[src/rtl/mem_arbiter.sv]
// mem_arbiter: alternating-priority arbiter of I-cache refills and D-cache line reads/writes onto one synchronous memory port.
// Latency: Req to Done is MEM_LATENCY+LINE_WORDS+1 cycles; each read word appears the cycle after its beat, the last one with Done.
// Backpressure: none within a burst; requesters hold Req until Done, and the write side advances its word on DWready.
module mem_arbiter #(
   parameter int ADDR_W      = 32,
   parameter int DATA_W      = 32,
   parameter int LINE_WORDS  = 8,
   parameter int MEM_LATENCY = 4
) (
   input  logic                          clk,
   input  logic                          CpuRst,
   input  logic                          IReq,
   input  logic [ADDR_W-1:0]             IAddr,
   output logic                          IGnt,
   output logic                          IValid,
   output logic                          IDone,
   input  logic                          DReq,
   input  logic                          DWe,
   input  logic [ADDR_W-1:0]             DAddr,
   input  logic [DATA_W-1:0]             DWdata,
   output logic                          DWready,
   output logic                          DGnt,
   output logic                          DValid,
   output logic                          DDone,
   output logic [DATA_W-1:0]             RData,
   output logic [$clog2(LINE_WORDS)-1:0] RIdx,
   output logic                          MemEn,
   output logic                          MemWe,
   output logic [ADDR_W-1:0]             MemAddr,
   output logic [DATA_W-1:0]             MemWdata,
   input  logic [DATA_W-1:0]             MemRdata
);

   localparam int IDX_W    = $clog2(LINE_WORDS);
   localparam int OFF_W    = IDX_W + 2;
   localparam int LINE_W   = ADDR_W - OFF_W;
   localparam int LAT_LAST = (MEM_LATENCY > 0) ? MEM_LATENCY - 1 : 0;
   localparam int CNT_W    = (LAT_LAST > 0) ? $clog2(LAT_LAST + 1) : 1;

   typedef enum logic [1:0] {IDLE, WAIT, BURST, DONE} state_t;

   state_t            state;
   logic [CNT_W-1:0]  lat_cnt;
   logic [IDX_W-1:0]  beat;
   logic [IDX_W-1:0]  ridx;
   logic [LINE_W-1:0] line;
   logic              gnt_d;    // granted side: 1 = D, 0 = I
   logic              last_d;   // side that completed the previous transaction
   logic              we;
   logic              rvalid;
   logic              pick_d;
   logic              busy;
   logic              unused_offset;

   // On a tie the side that did not go last wins; a lone request always wins.
   assign pick_d = DReq && (!IReq || !last_d);

   // Sequencer: latch request at grant, count latency, walk the line, then one DONE cycle.
   always_ff @(posedge clk or posedge CpuRst) begin
      if (CpuRst) begin
         state   <= IDLE;
         lat_cnt <= '0;
         beat    <= '0;
         ridx    <= '0;
         line    <= '0;
         gnt_d   <= 1'b0;
         last_d  <= 1'b0;
         we      <= 1'b0;
         rvalid  <= 1'b0;
      end else begin
         rvalid <= 1'b0;
         case (state)
            IDLE: begin
               if (IReq || DReq) begin
                  gnt_d   <= pick_d;
                  we      <= pick_d && DWe;
                  line    <= pick_d ? DAddr[ADDR_W-1:OFF_W] : IAddr[ADDR_W-1:OFF_W];
                  lat_cnt <= '0;
                  beat    <= '0;
                  state   <= (MEM_LATENCY == 0) ? BURST : WAIT;
               end
            end
            WAIT: begin
               if (lat_cnt == CNT_W'(LAT_LAST))
                  state <= BURST;
               else
                  lat_cnt <= lat_cnt + CNT_W'(1);
            end
            BURST: begin
               // Read data for this beat comes back next cycle; tag it now.
               rvalid <= !we;
               ridx   <= beat;
               beat   <= beat + IDX_W'(1);
               if (beat == IDX_W'(LINE_WORDS - 1))
                  state <= DONE;
            end
            DONE: begin
               last_d <= gnt_d;
               state  <= IDLE;
            end
            default: state <= IDLE;
         endcase
      end
   end

   assign busy = (state != IDLE);

   assign IGnt  = busy && !gnt_d;
   assign DGnt  = busy && gnt_d;
   assign IDone = (state == DONE) && !gnt_d;
   assign DDone = (state == DONE) && gnt_d;

   // Word index replaces the offset bits, so the burst wraps inside the line.
   assign MemEn    = (state == BURST);
   assign MemWe    = MemEn && we;
   assign DWready  = MemEn && we;
   assign MemAddr  = {line, beat, 2'b00};
   assign MemWdata = (MemEn && we) ? DWdata : '0;

   // MemRdata is the memory's output register, so gating it with the
   // registered valid keeps the return path register-to-output.
   assign IValid = rvalid && !gnt_d;
   assign DValid = rvalid && gnt_d;
   assign RData  = rvalid ? MemRdata : '0;
   assign RIdx   = ridx;

   assign unused_offset = ^{IAddr[OFF_W-1:0], DAddr[OFF_W-1:0]};

endmodule

[config.mk]
export PLATFORM = sky130hd
export DESIGN_NAME = mem_arbiter
export DESIGN_NICKNAME = d
export VERILOG_FILES = /design/src/rtl/mem_arbiter.sv
export SDC_FILE = /design/constraint.sdc
export NUM_CORES = 1
export LEC_CHECK = 0
export CORE_ASPECT_RATIO = 1.2
export CORE_MARGIN = 2
export CORE_UTILIZATION = 31
export DETAILED_ROUTE_END_ITERATION = 10
export PLACE_DENSITY = 0.82
export SLEW_MARGIN = 20
export SYNTH_ARGS = -nofsm -noshare
export SYNTH_HDL_FRONTEND = slang
export SYNTH_SLANG_ARGS = --single-unit
[constraint.sdc]
create_clock -name clk -period 2.1 [get_ports clk]
set_input_delay 0.315 -clock clk [delete_from_list [all_inputs] [get_ports clk]]
set_output_delay 0.315 -clock clk [all_outputs]
set_load 0.01 [all_outputs]
==> Yosys cells after proc, flatten, opt, wreduce, memory -nomap -nowiden <==
Index checks and enable logic that the tools add are counted.
{ "classes": {"add_sub_neg": 2, "n_reduce_logical": 23, "eq_ne": 9, "mux": 13} }
{ "ops": {"columns": ["operator", "count"], "rows": [
  ["32-bit two-way mux", 2],
  ["27-bit two-way mux", 1],
  ["2-bit two-way mux", 5],
  ["1-bit logical AND", 9],
  ["2-bit one-hot mux with 4 select lines", 1],
  ["2-bit equality test (second input constant)", 3],
  ["2-bit inequality test (second input constant)", 3],
  ["3-bit one-hot mux with 2 select lines", 1],
  ["3-bit AND reduction", 2],
  ["2-bit nonzero test", 3],
  ["1-bit zero test", 4],
  ["2-bit one-hot mux with 2 select lines", 1],
  ["2-bit AND reduction", 2],
  ["3-bit by 1-bit adder with 3-bit output (second input constant)", 1],
  ["3-bit equality test (second input constant)", 1],
  ["3-bit two-way mux", 1],
  ["2-bit by 1-bit adder with 2-bit output (second input constant)", 1],
  ["2-bit by 1-bit equality test with 1-bit output (second input constant)", 1],
  ["2-bit zero test", 1],
  ["1-bit logical OR", 2],
  ["2-bit by 1-bit inequality test with 1-bit output (second input constant)", 1],
  ["1-bit two-way mux", 1]
]} }
{ "totals": {"elab_cells": 56, "in_bits": 133, "out_inout_bits": 108, "register_bits": 41} }

==> Depth between registers and ports, before layout <==
{ "logic_depth": {"word_depth": 4, "mapped_depth": 8} }

==> Worst setup path before layout <==
Ideal clock, no wire load.
{ "synth_timing": {"path_kind": "register -> output", "start": "reg state[0]", "end": "out MemWe", "path_stages_with_launch": 7, "arrival_ns": 1.463, "setup_slack_ns": 0.322, "path_buffers": 3, "path_cell_list": "dfrtp_1 inv_1 ha_1 clkbuf_1 clkbuf_1 and2_1 buf_4"} }
{ "synth_via": {"elab_chain_len": 2} }
{ "synth_rtl": {"columns": ["element", "line_no", "rtl"], "rows": [
  ["start, declared", "42", "state_t state;"],
  ["start signal, assigned", "80", "state <= (MEM_LATENCY == 0) ? BURST : WAIT;"],
  ["2-bit equality test", "114", "assign MemEn = (state == BURST);"],
  ["1-bit logical AND", null, null],
  ["end, declared", "28", "output logic MemWe,"]
]} }
Every way passes these cells.

==> Final worst setup path <==
{ "layout_timing": {"start": "reg state[0]", "end": "out IDone"} }
{ "layout_via": {"elab_chain_len": 2} }
{ "layout_rtl": {"columns": ["element", "line_no", "rtl"], "rows": [
  ["2-bit equality test", "110", "assign IDone = (state == DONE) && !gnt_d;"],
  ["1-bit logical AND", "110", null],
  ["end, declared", "16", "output logic IDone,"]
]} }
Every way passes these cells.

==> flow_summary_export.csv <==
group,metric,value,unit
cts,clkSlewWorstSetupHoldPaths,0.08,ns
synthesis,number_of_enable_type_register_cells_in_the_synthesized_netlist,0,
routing,postRouteAntennaNets,0,
hold_path,hold_class,"in -> async",
routing,dr.pass1.iters,6,
cts,number_of_buffers_created_by_cts,5,
floorplanning,floorplan.die.width,86.8,µm
timing,setup_tns,0,ns
global_routing,antenna_found_initial,1,
power,ir_drop,0.564,mV
timing,timing.final.crit_share,97.1,%
global_routing,grt_first_pass_wirelength,16.2,mm
cells_and_area,nNetsFinal,658,
setup_path,critical_path_required,1.78,ns
routing,detail_route.drc_violations,0,
timing,fin_hold_ws,0.294,ns
synthesis,ys_seq_area_share,40.2,%
cts,clock_latency,0.29,ns
synthesis,postSynthRegisterBits,41,
placement,dpl.cell_count,600,
floorplanning,num_rows,36,
floorplanning,fp.dieArea,0.00897,mm²
cts,h-tree-depth,2,
setup_path,worstPathMaxFanout,3,
synthesis,postSynthAreaPerCell,8.77,µm²
timing,finalMaxSlewViolations,0,
setup_path,timing.critical_path.arrival,1.72,ns
power,power_density_relative_to_cell_area,1090,mW/mm²
cells_and_area,layout-drive-gt1-share,10.8,%
timing,clock-skew-final,0.00815,ns
floorplanning,core_area,0.00806,mm²
global_routing,grt_max_degree,35,
timing,rsz0062_at_grt,"false",
setup_path,path_type_of_the_worst_setup_path,"reg -> out",
routing,via_count,3002,
cts,cts_tree,"built",
global_routing,grt_remaining_overflow,0,
floorplanning,die_height,103,µm
global_routing,grt_pass1_vias,2911,
placement,gp_routability_congestion,0.857,
synthesis,netlist_area,0.00255,mm²
routing,postRouteWirelength,11.2,mm
job,maxcap_violations,0,
cells_and_area,fin_cells,613,
cts,clock_tree.buffer_depth,2,
global_routing,groute.usage.overall,24.2,%
cts,cts_root_buf,"clkbuf_8",
cells_and_area,fillers,670,
timing,final-setup-viol-count,0,
synthesis,syn_inst,291,
placement,place_hpwl,8.87,mm
run_status,outcome,"finished, final reports clean",
timing,min_period,2.04,ns
floorplanning,starting_density_of_the_core,31.6,%
setup_path,crit_start_category,"flop",
synthesis,synth.distinct_cells,34,
synthesis,synth-async-reset-ratio,100,%
synthesis,yosys_most_used_dff,"dfrtp_1",
synthesis,yosys_warnings,0,
cts,numClockSinks,41,
routing,drt-vias-per-instance,4.90,
setup_path,critical_path.endpoint_type,"output pin",
floorplanning,boundaryPins,241,
power,p_leak,2.66,nW
timing,total_count_of_hold_check_failures_in_the_final_report,0,
placement,portBuffers,228,
timing,maxClockFrequency,490,MHz
routing,first_iter_violations,100,
cells_and_area,area_growth_syn_to_layout,103,%
routing,wl_per_cell,18.2,µm
## critical path, stage by stage, from the launching register on
cell and delay, ns:
dfrtp_1 0.37, buf_4 0.13, ha_1 0.23, nor2b_1 0.16, clkdlybuf4s50_1 0.54
## power breakdown
part           leakage (nW)  internal, mW  switching (mW)  total, mW
clock network        0.0395         0.236           0.267      0.503
logic                  2.14          2.00            1.69       3.69
registers             0.478          1.18           0.260       1.44
## path summary, 6_finish.rpt
path                            cells after the start  slack [ns]       end      from
worst min register to register                      1        0.51   RIdx[2]   RIdx[2]
max in group asynchronous                           3        1.33  line[22]    CpuRst
min in group clk                                    1        0.51   RIdx[2]   RIdx[2]
worst min-delay path                                2        0.29   line[7]    CpuRst
worst max register to register                      5        0.38  state[1]  state[1]
worst max-delay path                                4        0.06     IDone  state[0]
## placed cells by master (no fill, tap or decap), types with 2 or more instances in the layout
| cell | netlist | final |
|---|---|---|
| buf_4 | 8 | 7 |
| dfrtp_1 | 41 | 39 |
| mux2_2 | 4 | 4 |
| o21ai_0 | 2 | 2 |
| clkdlybuf4s50_1 | 0 | 190 |
| and2_1 | 35 | 35 |
| conb_1 | 1 | 2 |
| nor2_1 | 29 | 29 |
| o21ai_2 | 1 | 2 |
| clkbuf_8 | 0 | 5 |
| dlygate4sd2_1 | 0 | 16 |
| ha_1 | 9 | 6 |
| ha_4 | 0 | 2 |
| a21oi_2 | 20 | 20 |
| nor2b_1 | 6 | 6 |
| and3_1 | 32 | 32 |
| buf_12 | 0 | 6 |
| clkbuf_1 | 11 | 3 |
| a32o_1 | 3 | 3 |
| a21oi_1 | 34 | 34 |
| dlymetal6s2s_1 | 0 | 22 |
| nand2_1 | 27 | 27 |
| dfrtp_2 | 0 | 2 |
| nand3_1 | 4 | 4 |
## Yosys cell counts, types with 2 or more instances
cell / n / area [µm²]
a21oi_1: 34 / 170
a21oi_2: 20 / 175
a32o_1: 3 / 30.0
and2_1: 35 / 219
and3_1: 32 / 200
buf_2: 6 / 30.0
buf_4: 8 / 60.1
clkbuf_1: 11 / 41.3
dfrtp_1: 41 / 1030
ha_1: 9 / 113
inv_1: 3 / 11.3
mux2_2: 4 / 45.0
nand2_1: 27 / 101
nand3_1: 4 / 20.0
nor2_1: 29 / 109
nor2b_1: 6 / 37.5
o21ai_0: 2 / 10.0
## metrics by stage
stage	worst slack (ns)	area, µm²	total power, mW	util (%)
final	0.0604	5190	5.63	64.4
after global routing	0.0130	5190	6.02	64.4
after CTS	0.00264	5120	5.69	63.5
after detailed placement	0.110	4980	5.01	61.8
after global placement	0.169	4980	4.89	61.8
after floorplan	0.322	2550	3.11	-
## registers in the layout, summed over array words and instances (netlist names)
signal / count
line: 27
RIdx: 3
beat: 3
lat_cnt: 2
state: 2
gnt_d: 1
last_d: 1
rvalid: 1
we: 1
## per-layer routing
layer  global-route usage [%]  part of all wire (%)  up-vias  wire [µm]
met5                        0                     0        -          0
met4                     7.21                   2.6        0        286
met3                     10.4                    11       12       1240
met2                     44.2                    51      148       5690
met1                     25.0                    35     1414       3970
li1                         -                     -     1428          -
## cells by family (layout without fill, tap and decap cells)
| family | Yosys count | after routing | share of synthesized area (%) |
|---|---|---|---|
| simple gates | 139 | 139 | 29.2 |
| mux | 5 | 5 | 2.21 |
| fa+ha+maj | 9 | 9 | 4.41 |
| other cells | 1 | 3 | 0.147 |
| flops | 41 | 41 | 40.2 |
| compound gates | 67 | 67 | 17.8 |
| buf+inv | 29 | 254 | 6.03 |
## area by class of cell
| type | instances | area (µm²) | share of cell area (%) |
|---|---|---|---|
| Multi-Input combinational cell | 222 | 1410 | 27.2 |
| Inverter | 3 | 11.3 | 0.217 |
| Tap cell | 95 | 119 | 2.29 |
| Sequential cell | 41 | 1030 | 19.8 |
| Timing Repair Buffer | 243 | 2530 | 48.8 |
| Clock buffer | 8 | 80.1 | 1.54 |
| Antenna cell | 1 | 2.50 | 0.0482 |
## timing repair
action,CTS,global route
setup buffers,2,1
gates resized for setup,23,24
hold buffers,0,0
gates cloned,1,0
setup endpoints to repair,36,23
(Power assumes the default switching activity.)
==> RTL edit: new RTL, same flow settings <==
Set the parameter `ADDR_W` to 40 (it was 32).
--- a/src/rtl/mem_arbiter.sv
+++ b/src/rtl/mem_arbiter.sv
@@ -4,3 +4,3 @@
 module mem_arbiter #(
-   parameter int ADDR_W      = 32,
+   parameter int ADDR_W      = 40,
    parameter int DATA_W      = 32,
Ports: changed (resized DAddr, IAddr and MemAddr); port bits go from 241 to 265. No check against the original RTL was run, so the function may have changed too.
==> RTL edit against the unedited design <==
- cell area rose by 7.5%
- routed wire length grew 13%
- die area increased by 9.9%
- via count grew 12%
- sequential share of layout area grew 2.2 points
- setup slack got worse by 0.0077 ns
- power rose by 8.1%
- synthesized area up 10%
- sequential cell count increased by 8
- critical endpoint is now MemWdata[6]
==> RTL edit: results (changes against the unedited design) <==
status=completed (unchanged); mux cell area share after synthesis=2.00% (was 2.21%); Layout Nets=737 (was 658); compound-gate portion of the synthesized area=16.6% (was 17.8%); RePlAce Congestion=0.876 (was 0.857); # diodes=0 (was 1); PortBufs=252 (was 228); top post-synthesis cells by area=dfrtp_1 (44%), a21oi_1 (12%), and2_1 (7.8%) (was dfrtp_1 (40%), and2_1 (8.6%), and3_1 (7.8%)); drt pass-1 iters=4 (was 6); synth cell count leaders=a21oi_1 (70), dfrtp_1 (49), nor2_1 (37) (was dfrtp_1 (41), and2_1 (35), a21oi_1 (34)); vias=3377 (was 3002); Leakage Power=2.59 nW (was 2.66 nW); Initial DRC Count=152 (was 100); most frequent cell after synthesis=a21oi_1 (was dfrtp_1); initial antenna violation count=0 (was 1); Place WS=0.117 ns (was 0.110 ns); slowest cell delay on critical path=0.42 ns (was 0.54 ns); Reg2Reg Setup Slack=0.30 ns (was 0.38 ns); Largest register FFs=35 (was 27); Layout Skew=0.0122 ns (was 0.00815 ns); # fillers=793 (was 670); Clk pin slew, worst setup/hold paths=0.10 ns (was 0.08 ns); routed wire length per instance=18.1 um (was 18.2 um); CP max stage cell=dfrtp_1 (was clkdlybuf4s50_1); post-synthesis async set-or-reset flop share=100% (unchanged); post-synth cell types=31 (was 34); fin cells=700 (was 613); Post-Synth Adder-Cell Area=4.00% (was 4.41%); number of global-route vias before repair=3570 (was 2911); Avg Cell Area, Syn=8.42 um2 (was 8.77 um2); Hold Path Class=in -> async (unchanged); largest net degree at the start of global routing=38 (was 35); DP HPWL=9930 um (was 8870 um); dpl cells=690 (was 600); clk_lat worst skew=0.31 ns (was 0.29 ns); GRT Overall Usage=25.4% (was 24.2%); fraction of layout cells with a size suffix above 1=6.38% (was 10.8%); crit-path max FO=13 (was 3)
==> RTL edit: cell count changes after synthesis, moves of 5 or more <==
cell | before | now
nand2_1 | 27 | 35
a21oi_2 | 20 | 0
dfrtp_1 | 41 | 49
nor2_1 | 29 | 37
buf_4 | 8 | 3
buf_2 | 6 | 15
a21oi_1 | 34 | 70
==> RTL edit: through the flow <==
stage	instance area, um2	hold slack [ns]
after floorplan	2820	0.444
after global placement	5480	0.494
after CTS	5540	0.304
after global routing	5580	0.370
final	5580	0.301
after detailed placement	5480	0.496
==> RTL edit: report_power, final <==
part           internal, mW  leakage, nW  switching [mW]
registers              1.41        0.569           0.311
logic                  2.04         1.97            1.77
clock network         0.231       0.0439           0.328
==> RTL edit: worst reg2reg max path: cells and delay by family (launching register included) <==
kind,cells,cell delay (ns)
DFF,1,0.41
adders and majority gates,1,0.25
buffers and inverters,1,0.15
and+or+nand+nor,2,0.51
muxes,1,0.38
==> RTL edit: final timing paths <==
| path | start | end | cells past startpoint |
|---|---|---|---|
| worst max-delay path | state[1] | MemWdata[6] | 5 |
| worst min-delay path | CpuRst | line[7] | 2 |
| worst max register to register | state[0] | state[1] | 5 |
| worst min register to register | RIdx[2] | RIdx[2] | 1 |
| max in group asynchronous | CpuRst | rvalid | 3 |
| min in group clk | RIdx[2] | RIdx[2] | 1 |
==> RTL edit: cells by family after synthesis <==
logic type | Yosys count
flip-flops | 49
AND/OR/NAND/NOR | 155
buffers and inverters | 32
adder cells (fa/ha/maj) | 9
other | 1
AO/OA/AOI/OAI | 83
multiplexers | 5
==> RTL edit: layout make-up <==
type                    count  area, um2  share of cell area, %
clock buffers               5       68.8                   1.23
clock inverters             3       17.5                  0.314
inverters                   3       11.3                  0.202
multi-input cells         254       1460                   26.1
flip-flops and latches     49       1230                   22.0
well taps                 120        150                   2.69
repair buffers            266       2650                   47.4
==> RTL edit: routing by layer <==
metal	vias to the layer above	wire, um	track usage, %	share of wire [%]
met5	-	62	4.69	0.49
met4	2	246	7.47	1.9
met3	16	1740	14.4	14
met2	187	5820	41.7	46
met1	1568	4810	27.8	38
li1	1604	-	-	-
==> RTL edit: repair_timing <==
item | in CTS | in global routing
cloned | 0 | 0
gates resized for setup | 37 | 16
endpoints found under the setup margin | 40 | 6
setup buffers | 1 | 1
